==> config.mk <==
export PLATFORM = sky130hd
export DESIGN_NAME = vector_sequencer
export DESIGN_NICKNAME = d
export VERILOG_FILES = /design/src/rtl/vector_sequencer.sv
export SDC_FILE = /design/constraint.sdc
export NUM_CORES = 1
export LEC_CHECK = 0
export BUFFER_PORTS_ARGS = -buffer_cell sky130_fd_sc_hd__buf_4
export CAP_MARGIN = 15
export CORE_UTILIZATION = 30
export DETAILED_ROUTE_END_ITERATION = 10
export HOLD_SLACK_MARGIN = 0.02
export SLEW_MARGIN = 30
export SYNTH_ARGS = -nofsm -noshare
export SYNTH_HDL_FRONTEND = slang
export SYNTH_SLANG_ARGS = --single-unit
==> constraint.sdc <==
create_clock -name clk -period 5.65 [get_ports clk]
set_input_delay 0.2825 -clock clk [delete_from_list [all_inputs] [get_ports clk]]
set_output_delay 0.2825 -clock clk [all_outputs]
set_load 0.01 [all_outputs]
==> src/rtl/vector_sequencer.sv <==
// vector_sequencer: applies directed vectors to a DUT, waits a bounded time
// for its done flag, compares the masked result and emits one event record
// per vector on a valid/ready log stream.
module vector_sequencer #(
    parameter int DRIVE_W = 8,
    parameter int LOAD_W  = 8,
    parameter int CYCLE_W = 16,
    parameter int TIMEOUT = 16
) (
    input  logic               clk,
    input  logic               rst_n,
    input  logic               vec_valid,
    output logic               vec_ready,
    input  logic [DRIVE_W-1:0] vec_drive,
    input  logic [LOAD_W-1:0]  vec_expect,
    input  logic [LOAD_W-1:0]  vec_mask,
    input  logic               vec_last,
    output logic [DRIVE_W-1:0] dut_in,
    output logic               dut_start,
    input  logic               dut_done,
    input  logic [LOAD_W-1:0]  dut_out,
    output logic               evt_valid,
    input  logic               evt_ready,
    output logic [2:0]         evt_level,
    output logic               evt_kind,
    output logic [CYCLE_W-1:0] evt_cycles,
    output logic [LOAD_W-1:0]  evt_received,
    output logic [LOAD_W-1:0]  evt_expected,
    output logic [CYCLE_W-1:0] pass_count,
    output logic [CYCLE_W-1:0] fail_count,
    output logic               done
);

    typedef enum logic [2:0] {IDLE, APPLY, WAIT, REPORT, FINISH} state_t;

    localparam logic [2:0]         LVL_INFO  = 3'd2;
    localparam logic [2:0]         LVL_ERROR = 3'd4;
    localparam logic               KIND_EQ   = 1'b0;
    localparam logic               KIND_MON  = 1'b1;
    localparam logic [CYCLE_W-1:0] TO_CNT    = CYCLE_W'(TIMEOUT);
    localparam logic [CYCLE_W-1:0] ONE       = CYCLE_W'(1);

    state_t             state, state_nxt;
    logic [LOAD_W-1:0]  exp_r, mask_r;
    logic               last_r;
    logic [CYCLE_W-1:0] cnt;
    logic               mismatch;

    assign mismatch  = |((dut_out ^ exp_r) & mask_r);
    assign vec_ready = (state == IDLE);
    assign dut_start = (state == APPLY);
    assign evt_valid = (state == REPORT);
    assign done      = (state == FINISH);

    // State register.
    always_ff @(posedge clk or negedge rst_n) begin
        if (!rst_n) state <= IDLE;
        else        state <= state_nxt;
    end

    // Next-state decode; the only input-dependent exits are accept, done/timeout and log handshake.
    always_comb begin
        state_nxt = state;
        case (state)
            IDLE:    if (vec_valid) state_nxt = APPLY;
            APPLY:   state_nxt = WAIT;
            WAIT:    if (dut_done || cnt == TO_CNT) state_nxt = REPORT;
            REPORT:  if (evt_ready) state_nxt = last_r ? FINISH : IDLE;
            FINISH:  state_nxt = FINISH;
            default: state_nxt = IDLE;
        endcase
    end

    // Vector capture, wait counter, result latch and saturating pass/fail counters.
    always_ff @(posedge clk or negedge rst_n) begin
        if (!rst_n) begin
            dut_in       <= '0;
            exp_r        <= '0;
            mask_r       <= '0;
            last_r       <= 1'b0;
            cnt          <= '0;
            evt_level    <= '0;
            evt_kind     <= 1'b0;
            evt_cycles   <= '0;
            evt_received <= '0;
            evt_expected <= '0;
            pass_count   <= '0;
            fail_count   <= '0;
        end else begin
            case (state)
                IDLE: if (vec_valid) begin
                    dut_in <= vec_drive;
                    exp_r  <= vec_expect;
                    mask_r <= vec_mask;
                    last_r <= vec_last;
                end
                APPLY: cnt <= '0;
                WAIT: begin
                    if (dut_done) begin
                        evt_received <= dut_out;
                        evt_expected <= exp_r;
                        evt_cycles   <= cnt;
                        evt_kind     <= KIND_EQ;
                        evt_level    <= mismatch ? LVL_ERROR : LVL_INFO;
                    end else if (cnt == TO_CNT) begin
                        evt_received <= dut_out;
                        evt_expected <= exp_r;
                        evt_cycles   <= TO_CNT;
                        evt_kind     <= KIND_MON;
                        evt_level    <= LVL_ERROR;
                    end else begin
                        cnt <= cnt + ONE;
                    end
                end
                REPORT: if (evt_ready) begin
                    if (evt_level == LVL_INFO && pass_count != '1)
                        pass_count <= pass_count + ONE;
                    if (evt_level == LVL_ERROR && fail_count != '1)
                        fail_count <= fail_count + ONE;
                end
                default: ;
            endcase
        end
    end

endmodule

==> flow_metrics.py, run 1 <==
metrics = {
    "timing": {
        "rsz0062_at_grt": "false",
        "slew_headroom_pct": 50.2,
        "hold_violations": 0,
        "tightest_slew_ps": 745,
        "finalSetupViolCount": 0,
        "min_period_over_period_pct": 47.1,
        "hold_slack_ps": 141,
        "fin_crit_ps": 2660,
        "max_freq_ghz": 0.376,
        "drv_slew": 0,
        "finClkSkew_ps": 8.70,
        "tns_ps": 0,
    },
    "clock_network": {
        "post_cts_buffers": 0,
        "cts.clk_slew.worst_paths_ps": 90,
        "cts_root_buf": "clkbuf_16",
        "cts-htree-levels": 3,
        "cts_inserted_buffers": 9,
        "clk-insertion-delay-late_ps": 360,
        "clock-sinks": 111,
        "cts_tree": "built",
        "cts_buffer_depth": 2,
    },
    "placement": {
        "globalplace.congestion": 0.818,
        "io_buffers": 116,
        "hpwl_mm": 8.87,
    },
    "logic_synthesis": {
        "yosysWarnings": 0,
        "synthesis.nets": 483,
        "ys_seq_elements": 111,
        "synth_area_sq_um": 5190,
        "synthCells": 441,
        "synth-edff-count": 0,
        "ys_async_sr_fraction_pct": 100,
        "seq_area_frac_synth_pct": 53.5,
        "syn_avg_cell_area_sq_um": 11.8,
        "synth_ff_type": "dfrtp_1",
        "ys_types": 60,
    },
    "floorplanning": {
        "die_x_microns": 134,
        "ios": 118,
        "dieArea_sq_um": 17800,
        "rows": 47,
        "die_y_microns": 134,
        "start_util_pct": 31.0,
        "core_sq_um": 16800,
    },
    "pwr": {
        "peakVddDrop_uv": 207,
        "powerDensity_nw_per_um2": 427,
        "power_leakage_nw": 3.04,
        "finalPower_w": 0.00280,
    },
    "grt": {
        "grt_max_degree": 77,
        "grt_pass1_vias": 4037,
        "grt-ovfl-total": 0,
        "antenna_found_initial": 0,
        "grt_pass1_wl_mm": 20.5,
        "grt_usage_pct": 14.6,
    },
    "worst_setup_path": {
        "critPathLaunchType": "register",
        "crit_start": "cnt[0]",
        "worst_setup_path_end_kind": "register",
        "rr_worst_depth": 6,
        "crit_fanout": 31,
        "criticalPathCategory": "register to register",
        "r2r-start": "cnt[0]",
        "critPathCapture": "evt_received[2]",
        "crit_required_ps": 5890,
        "rr_endpoint": "evt_received[2]",
        "rrSetupSlack_ps": 2990,
        "arrival_ps": 2910,
    },
    "drt": {
        "via_per_inst": 5.05,
        "initialDrtViolationCount": 143,
        "wirelength_mm": 12.4,
        "firstDrtPassIters": 4,
        "wire_per_inst_microns": 16.0,
        "ant_nets": 0,
        "via_count": 3903,
        "drc_errors": 0,
    },
    "finish": {
        "fin_util_pct": 39.1,
        "layout.nets": 590,
        "syn_to_final_growth_pct": 26.2,
        "diodes": 0,
        "drive_gt1_share_pct": 32.2,
    },
    "job": {
        "maxCapViolCount": 0,
    },
    "status": {
        "status": "finished, final reports clean",
    },
    "worst_hold_path": {
        "hold_path.class": "input pin to register",
    },
}
-- final cells by class --
class | instances | area, sq um
Fill cell | 1646 | 10200
Sequential cell | 111 | 2780
Multi-Input combinational cell | 293 | 2240
Timing Repair Buffer | 118 | 892
Tap cell | 220 | 275
Clock buffer | 9 | 225
Clock inverter | 7 | 87.6
Inverter | 15 | 56.3
-- stage by stage --
stage               instances  instance area, sq um  setup slack [ps]
floorplan                 441                  5190              3740
global placement          756                  6220              3140
detailed placement        756                  6230              3000
CTS                       773                  6550              2980
global route              773                  6560              2750
finish                    773                  6560              2990
-- cell usage in the layout (no fill, tap or decap), types with 4 or more instances in the layout --
master and count:
a211oi_1 7, a21oi_1 9, a22o_1 14, a31oi_1 4
and3_1 11, and4_1 4, buf_4 116, clkbuf_16 9
dfrtp_1 111, ha_1 4, inv_1 15, mux2_1 17
mux2_2 29, mux2i_1 6, nand2_1 27, nand3_1 21
nand4_1 18, nor2_1 10, nor3_1 8, nor4_1 10
o21ai_0 7, or4_1 5, xnor2_1 9, xor2_1 23
-- worst max-delay path, stage by stage (launching register included) --
cell and delay, ps:
dfrtp_1 430, inv_1 110, ha_1 140, nor3b_1 360
a41o_1 470, nand2_2 520, mux2_1 510
-- sequential cells by signal (all words and copies together), names as in the netlist, 16 cells and up --
register    cells
evt_cycles     16
pass_count     16
cnt            16
fail_count     16
-- Yosys cell counts, types with 7 or more instances --
| library cell | instances | area share [%] |
|---|---|---|
| dfrtp_1 | 111 | 53 |
| mux2_2 | 29 | 6.3 |
| nand2_1 | 27 | 2.0 |
| xor2_1 | 23 | 3.9 |
| nand3_1 | 21 | 2.0 |
| nand4_1 | 18 | 2.2 |
| mux2_1 | 17 | 3.7 |
| inv_1 | 15 | 1.1 |
| a22o_1 | 14 | 2.4 |
| and3_1 | 11 | 1.3 |
| buf_2 | 10 | 0.96 |
| nor2_1 | 10 | 0.72 |
| nor4_1 | 10 | 1.2 |
| a21oi_1 | 9 | 0.87 |
| xnor2_1 | 9 | 1.5 |
| nor3_1 | 8 | 0.77 |
| a211oi_1 | 7 | 1.0 |
| o21ai_0 | 7 | 0.67 |
-- cell families after synthesis --
group	synth area share, %
buffers and inverters	3.56
adders and majority gates	0.963
muxes	11.1
other	0.0722
and+or+nand+nor	16.1
DFF	53.5
AOI/OAI and AO/OA	9.30
xor gates and xnor gates	5.40
-- metal layers --
metal	vias to the layer above	GRT usage (%)	routed length, microns
met1	1930	19.1	5690
met3	14	4.60	959
li1	1832	-	-
met2	127	22.4	5560
met5	-	0	0
met4	0	5.87	196
-- report_power, final --
group	internal, W	total [W]	switching [W]
clock	0.000319	0.000659	0.000340
combinational	0.000465	0.000917	0.000452
sequential	0.00102	0.00122	0.000202
total	0.00180	0.00280	0.000994
-- worst min-delay path by stage --
stage                startpoint               to  slack [ps]  cells past startpoint
finish               dut_out[1]  evt_received[1]         140                      2
CTS                  dut_out[1]  evt_received[1]         130                      2
global route        vec_mask[4]        mask_r[4]         140                      2
detailed placement        rst_n        dut_in[4]         280                      1
floorplan                 rst_n           cnt[0]         -10                      0
global placement          rst_n        dut_in[0]         270                      1
-- timing repair --
action / CTS / global route
endpoints found under the hold margin: 35 / 0
gates resized for setup: 0 / 0
hold buffers: 1 / 0
setup endpoints to repair: 0 / 0
No activity file was read; power rests on OpenSTA's default activity.
==> inputs of run 2 (changes only) <==
Settings changed: ABC_AREA set to 1.
Clock period 5.65 ns to 2.4 ns, I/O delays scaled along.
==> flow_metrics.py, run 2 <==
metrics = {
    "logic_synthesis": {
        "seq_area_frac_synth_pct": 50.1,
        "synthesis.nets": 730,
        "post-synth-top-count-cell": "nand2_1",
        "synthCells": 688,
        "synth_top_cell_area_share_pct": 50.1,
        "synth_common_cells": "251 x nand2_1, 111 x dfrtp_1, 66 x nor2_1, 53 x inv_1, 42 x nand3_1",
        "yosysWarnings": 0,
        "ys_async_sr_fraction_pct": 100,
        "synth-edff-count": 0,
        "synth_ff_type": "dfrtp_1",
        "synth.area.top_cells": "dfrtp_1 50%, nand2_1 17%, nor2_1 4.5%",
        "ys_types": 29,
        "ys_seq_elements": 111,
        "syn_avg_cell_area_sq_um": 8.05,
        "synth_area_sq_um": 5540,
        "synth_largest_area_cell": "dfrtp_1",
    },
    "grt": {
        "grt_usage_pct": 15.2,
        "antenna_found_initial": 0,
        "grt-ovfl-total": 0,
        "grt_pass1_wl_mm": 22.3,
        "grt_max_degree": 55,
        "grt_pass1_vias": 4585,
    },
    "timing": {
        "min_period_over_period_pct": 81.6,
        "setup_slack_ps": 442,
        "drv_slew": 0,
        "tns_ps": 0,
        "finClkSkew_ps": 8.52,
        "rsz0062_at_grt": "false",
        "finalSetupViolCount": 0,
        "max_freq_ghz": 0.511,
        "slew_headroom_pct": 66.4,
        "hold_violations": 0,
        "fin_crit_ps": 1960,
        "tightest_slew_ps": 504,
    },
    "floorplanning": {
        "rows": 49,
        "dieArea_sq_um": 19000,
        "start_util_pct": 30.7,
        "die_y_microns": 138,
        "ios": 118,
        "core_sq_um": 18000,
        "die_x_microns": 138,
    },
    "worst_setup_path": {
        "crit_required_ps": 2630,
        "crit_start": "cnt[0]",
        "cpPeakStageDelay_ps": 460,
        "worst_setup_path_end_kind": "register",
        "r2r-start": "cnt[0]",
        "crit_fanout": 26,
        "cp_num_buf_inv": 2,
        "critPathLaunchType": "register",
        "cp_top_family": "simple AND/OR/NAND/NOR gates",
        "crit_slowest_cell": "dfrtp_1",
        "crit_path_cell_trace": "inv_1, ha_1, nand2_1, nor2_1, nand2_1, nand2_1, nand2_2, buf_4, o21ai_0",
        "cpMostUsedCell": "nand2_1",
        "arrival_ps": 2190,
        "criticalPathCategory": "register to register",
    },
    "clock_network": {
        "clk-insertion-delay-late_ps": 350,
        "cts-htree-levels": 3,
        "clock-sinks": 111,
        "cts.clk_slew.worst_paths_ps": 70,
        "post_cts_buffers": 0,
        "post_cts_resized": 0,
        "hold_buffers": 30,
        "cts_buffer_depth": 2,
        "cts_inserted_buffers": 9,
        "cts_tree": "built",
        "cts_root_buf": "clkbuf_16",
    },
    "job": {
        "maxCapViolCount": 0,
    },
    "worst_hold_path": {
        "hold_path.class": "input pin to register",
        "min-delay-start": "dut_out[2]",
    },
    "pwr": {
        "power_leakage_nw": 3.54,
        "powerDensity_nw_per_um2": 859,
        "peakVddDrop_uv": 620,
    },
    "placement": {
        "io_buffers": 116,
        "pre_cts_slack_ps": 434,
        "globalplace.congestion": 0.841,
        "hpwl_mm": 9.60,
    },
    "finish": {
        "layout.nets": 874,
        "syn_to_final_growth_pct": 30.2,
        "diodes": 0,
        "drive_gt1_share_pct": 20.5,
        "layout_common_cells": "251 x nand2_1, 122 x buf_4, 111 x dfrtp_1",
        "final_common_cell": "nand2_1",
    },
    "drt": {
        "initialDrtViolationCount": 222,
        "firstDrtPassIters": 4,
        "via_count": 4742,
        "wirelength_mm": 13.5,
        "drc_errors": 0,
        "wire_per_inst_microns": 12.7,
        "via_per_inst": 4.45,
        "ant_nets": 0,
    },
    "status": {
        "status": "finished, final reports clean",
    },
}
==> run 2: path summary, 6_finish.rpt <==
| check | endpoint | depth (start not counted) | slack [ps] |
|---|---|---|---|
| max | evt_level[1] | 9 | 440 |
| min | evt_received[2] | 3 | 40 |
| max reg2reg | evt_level[1] | 9 | 440 |
| min reg2reg | evt_received[4] | 2 | 480 |
| max in group asynchronous | last_r | 3 | 1410 |
| min in group asynchronous | fail_count[2] | 2 | 230 |
==> run 2: metrics by stage <==
| stage | hold WS (ps) | total power, W | utilization (%) | instances | instance area, sq um |
|---|---|---|---|---|---|
| after floorplan | -176 | 0.00386 | - | 688 | 5540 |
| after global placement | 72.4 | 0.00467 | 36.7 | 1020 | 6620 |
| after detailed placement | 76.1 | 0.00471 | 36.7 | 1020 | 6620 |
| after CTS | 23.0 | 0.00630 | 40.0 | 1066 | 7220 |
| after global routing | 43.3 | 0.00668 | 40.0 | 1066 | 7220 |
| final | 41.8 | 0.00620 | 40.0 | 1066 | 7220 |
==> run 2: worst register-to-register path, delay by kind of cell (launching register included) <==
| family | cells | cell delay [ps] |
|---|---|---|
| simple gates | 5 | 530 |
| compound gates | 1 | 130 |
| fa+ha+maj | 1 | 230 |
| buf+inv | 2 | 490 |
| flops | 1 | 460 |
==> run 2: cell type report <==
cell class / count / area, sq um
fillers: 1859 / 10800
flip-flops and latches: 111 / 2780
clock buffers: 12 / 246
clock inverters: 4 / 45.0
well taps: 229 / 287
inverters: 55 / 206
repair buffers: 153 / 1240
multi-input cells: 502 / 2420
==> run 2: kinds of logic after synthesis <==
logic type                 Yosys count  synth area share (%)
other                                1                0.0677
muxes                               18                  3.66
xor gates and xnor gates            27                  4.27
adders and majority gates            4                 0.903
AOI/OAI and AO/OA                   66                  6.01
and+or+nand+nor                    386                  28.7
buffers and inverters               75                  6.25
DFF                                111                  50.1
==> run 2: routing by layer <==
metal  share of wire (%)  up-vias  GRT usage (%)
met5                   0        -              0
met4                 1.4        0           4.65
met3                 4.2       13           3.55
met2                  48      106           24.9
met1                  46     2163           19.8
li1                    -     2460              -
==> run 2: power by group <==
part,internal [W],switching [W],total (W)
logic,0.000911,0.00115,0.00206
clock network,0.000834,0.000669,0.00150
registers,0.00232,0.000314,0.00264
total,0.00407,0.00213,0.00620
